$ cat src/rtl/rf_write_queue.sv
// Write-back queue in front of a register file: FIFO of {reg,data} drained when the write port is free, with read forwarding.
// Entries reach RegWrite one cycle after push at the earliest; in_ready drops while full, even if the head drains that cycle.
module rf_write_queue #(
  parameter int DEPTH = 4,
  parameter int AW    = 6,
  parameter int DW    = 32
) (
  input  logic                     clock,
  input  logic                     reset,
  input  logic                     in_valid,
  input  logic [AW-1:0]            in_reg,
  input  logic [DW-1:0]            in_data,
  output logic                     in_ready,
  input  logic                     drain_en,
  output logic [AW-1:0]            WriteReg,
  output logic [DW-1:0]            WriteData,
  output logic                     RegWrite,
  input  logic [AW-1:0]            Read1,
  input  logic [AW-1:0]            Read2,
  input  logic [DW-1:0]            Data1,
  input  logic [DW-1:0]            Data2,
  output logic [DW-1:0]            Fwd1,
  output logic [DW-1:0]            Fwd2,
  output logic [$clog2(DEPTH):0]   count
);

  localparam int PW = $clog2(DEPTH);
  localparam int CW = PW + 1;

  logic [AW-1:0] reg_mem  [DEPTH];
  logic [DW-1:0] data_mem [DEPTH];
  logic [PW-1:0] head;
  logic [PW-1:0] tail;
  logic [CW-1:0] cnt;
  logic          push;
  logic          pop;
  logic [PW-1:0] idx;

  assign in_ready  = (cnt < CW'(DEPTH));
  // Writes to register 0 are accepted but dropped, since r0 is never written.
  assign push      = in_valid && in_ready && (in_reg != '0);
  assign RegWrite  = (cnt != '0) && drain_en;
  assign pop       = RegWrite;
  assign WriteReg  = reg_mem[head];
  assign WriteData = data_mem[head];
  assign count     = cnt;

  // Walk entries oldest to newest so the newest match wins; the head being
  // drained is still pending this cycle and takes part.
  always_comb begin
    Fwd1 = Data1;
    Fwd2 = Data2;
    idx  = head;
    for (int i = 0; i < DEPTH; i++) begin
      idx = head + PW'(i);
      if (CW'(i) < cnt) begin
        if ((Read1 != '0) && (reg_mem[idx] == Read1)) Fwd1 = data_mem[idx];
        if ((Read2 != '0) && (reg_mem[idx] == Read2)) Fwd2 = data_mem[idx];
      end
    end
  end

  always_ff @(posedge clock) begin
    if (reset) begin
      head <= '0;
      tail <= '0;
      cnt  <= '0;
    end else begin
      if (push) tail <= tail + 1'b1;
      if (pop)  head <= head + 1'b1;
      case ({push, pop})
        2'b10:   cnt <= cnt + 1'b1;
        2'b01:   cnt <= cnt - 1'b1;
        default: cnt <= cnt;
      endcase
    end
  end

  // Storage is not reset; pointers alone define which entries are live.
  always_ff @(posedge clock) begin
    if (push) begin
      reg_mem[tail]  <= in_reg;
      data_mem[tail] <= in_data;
    end
  end

endmodule

$ cat config.mk
export PLATFORM = sky130hd
export DESIGN_NAME = rf_write_queue
export DESIGN_NICKNAME = d
export VERILOG_FILES = /design/src/rtl/rf_write_queue.sv
export SDC_FILE = /design/constraint.sdc
export NUM_CORES = 1
export LEC_CHECK = 0
export CELL_PAD_IN_SITES_DETAIL_PLACEMENT = 0
export CELL_PAD_IN_SITES_GLOBAL_PLACEMENT = 2
export CORE_MARGIN = 3
export CORE_UTILIZATION = 32
export CTS_BUF_LIST = sky130_fd_sc_hd__clkbuf_8
export CTS_CLUSTER_SIZE = 10
export DETAILED_ROUTE_END_ITERATION = 8
export PLACE_DENSITY_LB_ADDON = 0.1
export RECOVER_POWER = 50
export SETUP_SLACK_MARGIN = 0.5
export SYNTH_ARGS = -nofsm -noshare
export SYNTH_HDL_FRONTEND = slang
export SYNTH_SLANG_ARGS = --single-unit
$ cat constraint.sdc
create_clock -name clock -period 3 [get_ports clock]
set_input_delay 0.45 -clock clock [delete_from_list [all_inputs] [get_ports clock]]
set_output_delay 0.45 -clock clock [all_outputs]
set_load 0.01 [all_outputs]
# Yosys cells after proc, flatten, opt, wreduce, memory -nomap -nowiden
# Memories as Yosys holds them, arrays and structs flattened. A register that Yosys moved wholly into a read port is not among the register bits.
# Cells that the tools add are included.
dict set report totals {
  register_bits 7
  ram_bits 152
  inputBits 118
  out_inout_bits 107
  word_cells 65
  n_memories 2
}
# name words word_bits read_ports rd_ports_with_merged_regs write_ports line
set mem_list {}
lappend mem_list {data_mem 4 32 4 1 1 31} ;# logic [DW-1:0] data_mem [DEPTH];
lappend mem_list {reg_mem 4 6 4 1 1 30} ;# logic [AW-1:0] reg_mem [DEPTH];
dict set report classes {
  add_sub_neg 6
  order_cmp 5
  eq_ne 10
  mux 23
  n_reduce_logical 16
}
# op n
set op_table {}
lappend op_table {{$mux 32} 16}
lappend op_table {{$eq 6x6->1} 8}
lappend op_table {{$reduce_bool 6->1} 3}
lappend op_table {{$logic_and 1x1->1} 11}
lappend op_table {{$mux 2} 4}
lappend op_table {{$lt 1x3->1 const A} 2}
lappend op_table {{$lt 2x3->1 const A} 2}
lappend op_table {{$pmux 3 s2} 1}
lappend op_table {{$add 2x1->2 const B} 2}
lappend op_table {{$add 2x2->2 const B} 2}
lappend op_table {{$add 3x1->3 const B} 1}
lappend op_table {{$lt 3x3->1 const B} 1}
lappend op_table {{$reduce_bool 3->1} 1}
lappend op_table {{$sub 3x1->3 const B} 1}
lappend op_table {{$eq 2x1->1 const B} 1}
lappend op_table {{$eq 2x2->1 const B} 1}
lappend op_table {{$mux 1} 2}
lappend op_table {{$reduce_bool 2->1} 1}

# Logic depth before layout (Yosys ltp)
# Gate-level depths: netlist of the first run.
dict set report logic_depth {
  depth_word 10
  mapped_depth 11
}

# Least setup slack after synthesis of the first run
# OpenSTA, ideal clock, no wires.
dict set report synth_path {
  path_type {register to output}
  from {register head[0]}
  to {output Fwd1[19]}
  t_arrival_ns 2.618
  required_time_ns 2.550
  slack_ns -0.068
  stages_incl_launch_ff 11
  n_path_buf 4
  path_cell_list {dfxtp_1 > buf_4 > buf_4 > mux4_2 > xor2_1 > nor3_1 > and2_1 > buf_2 > clkbuf_4 > a211oi_1 > o31ai_1}
}
dict set report synth_via {
  elab_chain_len 10
  word_cells_on_any_way 17
  cone_classes {add/sub (3); eq/ne (3); mux (6); reduce/logical (3); memory (2)}
}
# item line
set synth_lines {}
lappend synth_lines {{from (decl)} 32} ;# logic [PW-1:0] head;
lappend synth_lines {{from (signal assigned)} 70} ;# if (pop) head <= head + 1'b1;
lappend synth_lines {{$add 2x1->2} 55} ;# idx = head + PW'(i);
lappend synth_lines {{$mem_v2 4x6} -}
lappend synth_lines {{$eq 6x6->1} 57} ;# if ((Read1 != '0) && (reg_mem[idx] == Read1)) Fwd1 = data_mem[idx];
lappend synth_lines {{$logic_and 1x1->1} 57}
lappend synth_lines {{$mux 32} 57}
lappend synth_lines {{$mux 32} 56} ;# if (CW'(i) < cnt) begin
lappend synth_lines {{$mux 32} 57}
lappend synth_lines {{$mux 32} 56}
lappend synth_lines {{$mux 32} 57}
lappend synth_lines {{$mux 32 (*)} 56}
lappend synth_lines {{to (decl)} 22} ;# output logic [DW-1:0] Fwd1,
# Every way passes the cells marked *; elsewhere a longest branch is shown, timed or not.

==> summary.txt, run 1 <==
Run
  • Max Cap Violations: 0

Route
  • Routed Antenna Nets: 0
  • DRC violations left: 0
  • Drt total wl: 52800 um
  • Detailed Routing Iterations Pass 1: 5
  • Routed vias/inst: between 5 and 6
  • Initial DRC count: 1041
  • DR WL/cell: 26.4 um
  • Via count: 11700

Layout
  • Share of layout cells above drive strength 1: 0.482
  • Synth-to-Final Area Change: 49.6%
  • Non-filler cells in the finished layout: between 2000 and 2500
  • Final instance area: 18700 sq um
  • Final net count: 1604

Outcome
  • Failing checks: setup timing
  • Outcome: finished, violations left

Pwr
  • PD cells: 640 nW/um^2
  • Leak: 0.00623 uW
  • Worst VDD drop: 0.381 mV

Synth
  • Register area share after synthesis: 0.379
  • Yosys warns: 0
  • Mapped Avg Cell Area: 11.1 sq um
  • Post-synth EDFFs: 152
  • Mapped cell area: 12500 sq um
  • Ys async rst share: 0
  • Yosys top cell area share: 0.365
  • Dominant synthesized flop cell: edfxtp_1
  • Biggest area consumer among synthesized cells: edfxtp_1
  • Synth unique cells: 50
  • Synth area leaders: edfxtp_1, mux4_2, a211oi_2
  • Cells after Synth: 1124
  • Syn Nets: 1251
  • #FFs+latches synth: 161

Setup path
  • CP Class: flop to output pin
  • R2r setup slk: roughly 440 ps
  • WP buf/inv: 5
  • Top Family by Delay on Critical Path: buffers and inverters
  • Worst endpoint required time: ~2600 ps
  • Crit-path max FO: 6
  • Startpoint type of the worst setup path: flop
  • Crit-path max cell delay: 590 ps
  • CP max stage cell: or4_4
  • WP data arrival: approximately 3500 ps
  • Crit path capture type: output pin
  • Cell breakdown of the critical path: buf_4 > mux4_2 > buf_6 > xor2_4 > or4_4 > buf_12 > buf_16 > a211oi_4 > o211ai_1 > buf_2

Floorplan
  • Die ar.: 41500 sq um
  • I/O pin count: around 230
  • Die width: between 200 and 250 um
  • Core box area: approximately 38000 sq um
  • Starting Density: 0.328
  • Chip Height: 204 um
  • # rows: 71

Clocking
  • Hold_buf cts: 0
  • CTS tree: yes
  • Num CTS Buffers: 17
  • Root buffer cell: clkbuf_8
  • Max Root-Sink Buffers: 2
  • Reg clk slew, reported paths: roughly 110 ps
  • Latest clock arrival within the worst-skew pair: approximately 470 ps
  • CTS sink count: 161
  • H-tree depth: 4

Timing
  • Period minus WS final: 3900 ps
  • Worst slew pin tran: about 1100 ps
  • Setup TNS: -49590 ps
  • Fin crit share: 1.30
  • Final setup fails: between 60 and 70
  • Fmax: between 200 and 300 MHz
  • Max Slew Vio Count: 0
  • Worst setup margin: -898 ps
  • Final hold slack: around 560 ps
  • RSZ-0062 raised after global routing: true
  • Slew HR: 0.298
  • Endpoints failing hold: 0
  • Worst Skew: 25.5 ps

Global route
  • Vias in the first global route: 12000
  • First-pass GRT wire length: 77400 um
  • Total track usage: 0.250
  • Initial antenna violation count: 2
  • Gr ovfl total: 0
  • Largest net degree at the start of global routing: 60

Placed design
  • DP Area: 17200 sq um
  • Number of buffers added on ports: 224
  • Dpl cells: 1935
  • Routability cong.: 0.870
  • Hpwl dp: 35800 um

Worst hold path
  • Worst Hold Class: flop to flop
==> where the power goes <==
group / leakage [uW] / internal, uW / switching, uW
Sequential: 0.00147 / 2730 / 159
Combinational: 0.00458 / 3410 / 4070
Clock: 0.000181 / 663 / 930
Total: 0.00623 / 6810 / 5160
==> stage by stage <==
| stage | utilization | power (uW) | worst slack, ps |
|---|---|---|---|
| 4_1_cts | 0.479 | 11700 | -1000 |
| 6_report | 0.491 | 12000 | -898 |
| 3_5_place_dp | 0.452 | 9800 | -946 |
| 3_3_place_gp | 0.452 | 9800 | -931 |
| 5_1_grt | 0.491 | 12600 | -982 |
| 2_1_floorplan | - | 6650 | 23.5 |
==> worst paths after layout <==
kind / cells after the start / start / end
setup / recovery: 10 / flop / Fwd1[1]
hold / removal: 2 / tail[1]$_SDFFE_PP0P_ / tail[1]$_SDFFE_PP0P_
setup reg to reg: 6 / count[2]$_SDFFE_PP0P_ / data_mem[1][22]$_DFFE_PP_
hold reg to reg: 2 / tail[1]$_SDFFE_PP0P_ / tail[1]$_SDFFE_PP0P_
==> routing by layer <==
metal  vias to the layer above  global-route usage  part of all wire
met3                        56              0.0506             0.066
met5                         -                   0                 0
li1                       5203                   -                 -
met2                       467               0.414              0.48
met1                      5930               0.333              0.43
met4                         0              0.0696             0.022
==> synth_stat cells (all sizes together), types with 15 or more instances <==
cell / number
mux2i: 39
xnor2: 29
mux4: 88
o31ai: 54
mux2: 42
xor2: 18
nor4: 77
clkbuf: 80
nor2: 97
and2: 18
nand2: 61
o21ai: 26
a211oi: 69
a31oi: 54
nand3: 15
a21oi: 27
nor3: 47
edfxtp: 152
buf: 47
==> flip-flops by register name (all words and copies together) (netlist names), named ones only <==
| signal | cells |
|---|---|
| count | 3 |
| data_mem | 128 |
| head | 2 |
| reg_mem | 24 |
| tail | 2 |
==> logic make-up after synthesis <==
group / after synthesis / share of synthesized area
muxes: 169 / 0.228
xor gates and xnor gates: 47 / 0.0347
buffers and inverters: 136 / 0.0506
adders and majority gates: 9 / 0.00900
DFF: 161 / 0.379
and+or+nand+nor: 338 / 0.133
AOI/OAI and AO/OA: 264 / 0.166
==> cell usage in the layout (no fill, tap or decap), types with 46 or more instances in the layout <==
master	synthesis	routed
edfxtp_1	152	152
clkdlybuf4s50_1	0	82
o31ai_2	0	51
buf_2	29	59
nor3_1	47	46
buf_4	8	188
nand2_1	61	61
nor2_1	96	96
mux4_2	88	88
==> worst register-to-register path, cell delays in order (launching register included) <==
cell	delay [ps]
dfxtp_1	410
buf_4	180
inv_1	80
buf_4	130
o311a_1	240
and2_0	720
clkbuf_2	450
==> layout make-up <==
type	instances	area, sq um
multi-input cells	827	8530
well taps	511	639
repair buffers	461	4380
clock inverters	14	131
inverters	9	33.8
clock buffers	17	234
fillers	3443	19400
diodes	3	7.51
flip-flops and latches	161	4760
==> what timing repair did <==
item / CTS / global route
gates cloned: 5 / 0
resized for setup: 389 / 92
buffers inserted: 19 / 10
endpoints found under the setup margin: 103 / 99
pin swaps: 44 / 44
Power figures use the tool's default switching activity.
==> inputs of run 2 (changes only) <==
--- a/config.mk
+++ b/config.mk
@@ -10,7 +10,6 @@
 export CORE_MARGIN = 3
 export CORE_UTILIZATION = 32
 export CTS_BUF_LIST = sky130_fd_sc_hd__clkbuf_8
-export CTS_CLUSTER_SIZE = 10
 export DETAILED_ROUTE_END_ITERATION = 8
 export PLACE_DENSITY_LB_ADDON = 0.1
 export RECOVER_POWER = 50
==> results of run 2 <==
The final DEF is identical to that of run 1; final timing and power are the same.
==> inputs of run 3 (changes only) <==
--- a/config.mk
+++ b/config.mk
@@ -5,10 +5,10 @@
 export SDC_FILE = /design/constraint.sdc
 export NUM_CORES = 1
 export LEC_CHECK = 0
-export CELL_PAD_IN_SITES_DETAIL_PLACEMENT = 0
-export CELL_PAD_IN_SITES_GLOBAL_PLACEMENT = 2
+export CELL_PAD_IN_SITES_DETAIL_PLACEMENT = 1
+export CELL_PAD_IN_SITES_GLOBAL_PLACEMENT = 1
 export CORE_MARGIN = 3
-export CORE_UTILIZATION = 32
+export CORE_UTILIZATION = 33
 export CTS_BUF_LIST = sky130_fd_sc_hd__clkbuf_8
 export DETAILED_ROUTE_END_ITERATION = 8
 export PLACE_DENSITY_LB_ADDON = 0.1
==> constraint.sdc (replaced) <==
create_clock -name clock -period 4.15 [get_ports clock]
set_input_delay 0.6225 -clock clock [delete_from_list [all_inputs] [get_ports clock]]
set_output_delay 0.6225 -clock clock [all_outputs]
set_load 0.01 [all_outputs]
==> run 3 against run 2 <==
Net effect: the flow finishes with violations (capacitance limit); hold slack improved by 31 ps; power decreased by 29%; via count increased by 1.3%; critical path depth increased by 2; cell count decreased by 2.3%; cell area decreased by 1.5%; register-to-register slack improved by 910 ps; global-route usage increased by 1.3 points; die area decreased by 2.9%; clock skew decreased by 9.1 ps; non-clock buffer count decreased by 38; worst setup slack improved by 970 ps.
==> summary.txt, run 3 (synthesized netlist as in run 1, its figures left out) <==
Outcome
  • Outcome: finished, violations left
  • Failing checks: capacitance limit

Route
  • DR WL/cell: 28.0 um (+6.1%)
  • Initial DRC count: 866 (-17%)
  • Via count: 11800 (+1.3%)
  • Detailed Routing Iterations Pass 1: 5 (unchanged)
  • DRC violations left: 0 (unchanged)
  • Drt total wl: 54700 um (+3.7%)
  • Routed vias/inst: 6.03 (+3.7%)
  • Routed Antenna Nets: 0 (unchanged)

Floorplan
  • # rows: 70 (-1.4%)
  • Starting Density: 0.338 (+0.0102)
  • Chip Height: 201 um (-1.5%)
  • I/O pin count: 225 (unchanged)
  • Core box area: 37000 sq um (-3.0%)
  • Die width: 201 um (-1.5%)
  • Die ar.: 40300 sq um (-2.9%)

Timing
  • RSZ-0062 raised after global routing: true
  • Final setup fails: 0 (-100%)
  • Worst slew pin tran: 1490 ps (+439 ps)
  • Fin crit share: 0.983
  • Max Slew Vio Count: 0 (unchanged)
  • Worst setup margin: 69.2 ps (+968 ps)
  • Fmax: 245 MHz
  • Endpoints failing hold: 0 (unchanged)
  • Final hold slack: 596 ps (+31.3 ps)
  • Period minus WS final: just over 4000 ps
  • Slew HR: 0.00536 (-0.292)
  • Worst Skew: 16.3 ps (-9.13 ps)

Placed design
  • Hpwl dp: 34600 um (-3.3%)
  • Number of buffers added on ports: 224 (unchanged)
  • Dpl ws: -254 ps (+691 ps)
  • Routability cong.: 0.949 (+9.1%)
  • Dpl cells: 1837 (-5.1%)

Layout
  • Seq. cell area: 4760 sq um (unchanged)
  • Fillers: 3874 (+13%)
  • Non-filler cells in the finished layout: 1957 (-2.3%)
  • Biggest register: data_mem
  • Multi-input gate area: 8450 sq um (-0.94%)
  • Commonest non-fill, non-tap cell in the layout: edfxtp_1
  • Synth-to-Final Area Change: 47.4%
  • Most frequent cells in the layout: edfxtp_1, buf_4, clkdlybuf4s50_1
  • Max reg flops: 128 (unchanged)
  • Share of layout cells above drive strength 1: 0.432 (-0.0504)
  • Final core occ: 0.499 (+0.00786)
  • Final net count: 1566 (-2.4%)

Clocking
  • Max Root-Sink Buffers: 2 (unchanged)
  • H-tree depth: 4 (unchanged)
  • Root buffer cell: clkbuf_8
  • CTS tree: yes
  • Latest clock arrival within the worst-skew pair: 490 ps (+20 ps)
  • Num CTS Buffers: 17 (unchanged)
  • Hold_buf cts: 0 (unchanged)
  • CTS sink count: 161 (unchanged)
  • Reg clk slew, reported paths: 100 ps (about the same)

Global route
  • Total track usage: 0.262 (+0.0125)
  • Gr ovfl total: 0 (unchanged)
  • Vias in the first global route: 12400 (+3.2%)
  • Largest net degree at the start of global routing: 58 (-3.3%)
  • Initial antenna violation count: 4 (+2)
  • First-pass GRT wire length: 80400 um (+3.9%)

Pwr
  • PD cells: 463 nW/um^2 (-28%)
  • Pwr Total: 8550 uW (-29%)
  • Leak: 0.00603 uW (-3.2%)
  • Worst VDD drop: 0.510 mV (+34%)

Setup path
  • Reg2Reg Launch Point: count[2]$_SDFFE_PP0P_
  • WP data arrival: 3460 ps (about the same)
  • Worst reg2reg endpoint: data_mem[1][11]$_DFFE_PP_
  • Worst R2R Path Depth: 4 (-2)
  • Worst endpoint required time: 3530 ps (+980 ps)
  • Crit-path max FO: 9 (+3)
  • CP Class: flop to output pin
  • Crit path capture type: output pin
  • Startpoint type of the worst setup path: flop
  • R2r setup slk: 1350 ps (+910 ps)

Run
  • Max Cap Violations: 1 (+1)

Worst hold path
  • Hold path depth: 2 (unchanged)
  • Worst Hold Class: flop to flop
  • Hold Crit Start: tail[1]$_SDFFE_PP0P_
  • Hold endpoint: tail[1]$_SDFFE_PP0P_
-- run 3: cell types whose count changed in the layout (fill, tap and decap cells not counted), sizes merged --
| cell | before | now |
|---|---|---|
| clkdlybuf4s50 | 82 | 119 |
| bufbuf | 1 | 0 |
| clkdlybuf4s15 | 11 | 0 |
| dlygate4sd3 | 40 | 41 |
| buf | 315 | 259 |
| clkinv | 4 | 5 |
| clkinvlp | 3 | 1 |
| clkbuf | 24 | 21 |
| dlygate4sd2 | 5 | 0 |
| diode | 3 | 1 |
| bufinv | 1 | 2 |
| inv | 15 | 16 |
-- run 3: cell type report --
type	count	share of cell area
tap	504	0.0342
inverter	9	0.00183
clock buffer	17	0.0127
timing repair buffer	423	0.225
sequential	161	0.258
multi-input combinational	827	0.458
antenna	1	0.000136
clock inverter	15	0.00950
-- run 3: stage by stage --
stage                     setup TNS [ps]  area [sq um]
final                                  0         18400
after global routing               -14.3         18400
after CTS                              0         17600
after detailed placement           -8800         16000
after global placement             -5820         16000
after floorplan                        0         12500
-- run 3: routing by layer --
metal	part of all wire	GRT usage	vias up	routed length (um)
li1	-	-	5119	-
met1	0.43	0.349	6118	23300
met2	0.48	0.440	494	26500
met3	0.068	0.0438	71	3720
met4	0.023	0.0816	4	1240
met5	0.00040	0	-	22
-- run 3: power by group --
| part | internal (uW) | switching, uW | total, uW | leakage (uW) |
|---|---|---|---|---|
| Sequential | 1980 | 150 | 2130 | 0.00147 |
| Combinational | 2240 | 2940 | 5180 | 0.00435 |
| Clock | 555 | 678 | 1230 | 0.000205 |
-- run 3: repair_timing --
item / 4_1_cts / 5_1_grt
setup endpoints to repair: 64 / 64
gates cloned: 9 / 2
gates resized for setup: 316 / 219
buffers inserted: 57 / 19
pin swaps: 62 / 38
-- run 3: how the worst max path moves through the flow --
stage	to	slack, ps	cells after the start
final	Fwd1[7]	70	12
after detailed placement	Fwd2[31]	-250	10
after floorplan	Fwd1[19]	750	8
after global placement	Fwd2[28]	-250	10
after CTS	Fwd1[28]	50	9
after global routing	Fwd1[7]	-10	12
-- run 3: worst max-delay path, cell delays in order, from the launching register on --
cell and delay [ps]:
dfxtp_4 410, buf_4 130, mux4_2 560, xnor2_1 180, nand4_1 140, buf_6 150, or4_4 480, buf_12 170
buf_12 150, buf_4 140, a211oi_2 200, o31ai_1 90, buf_2 150
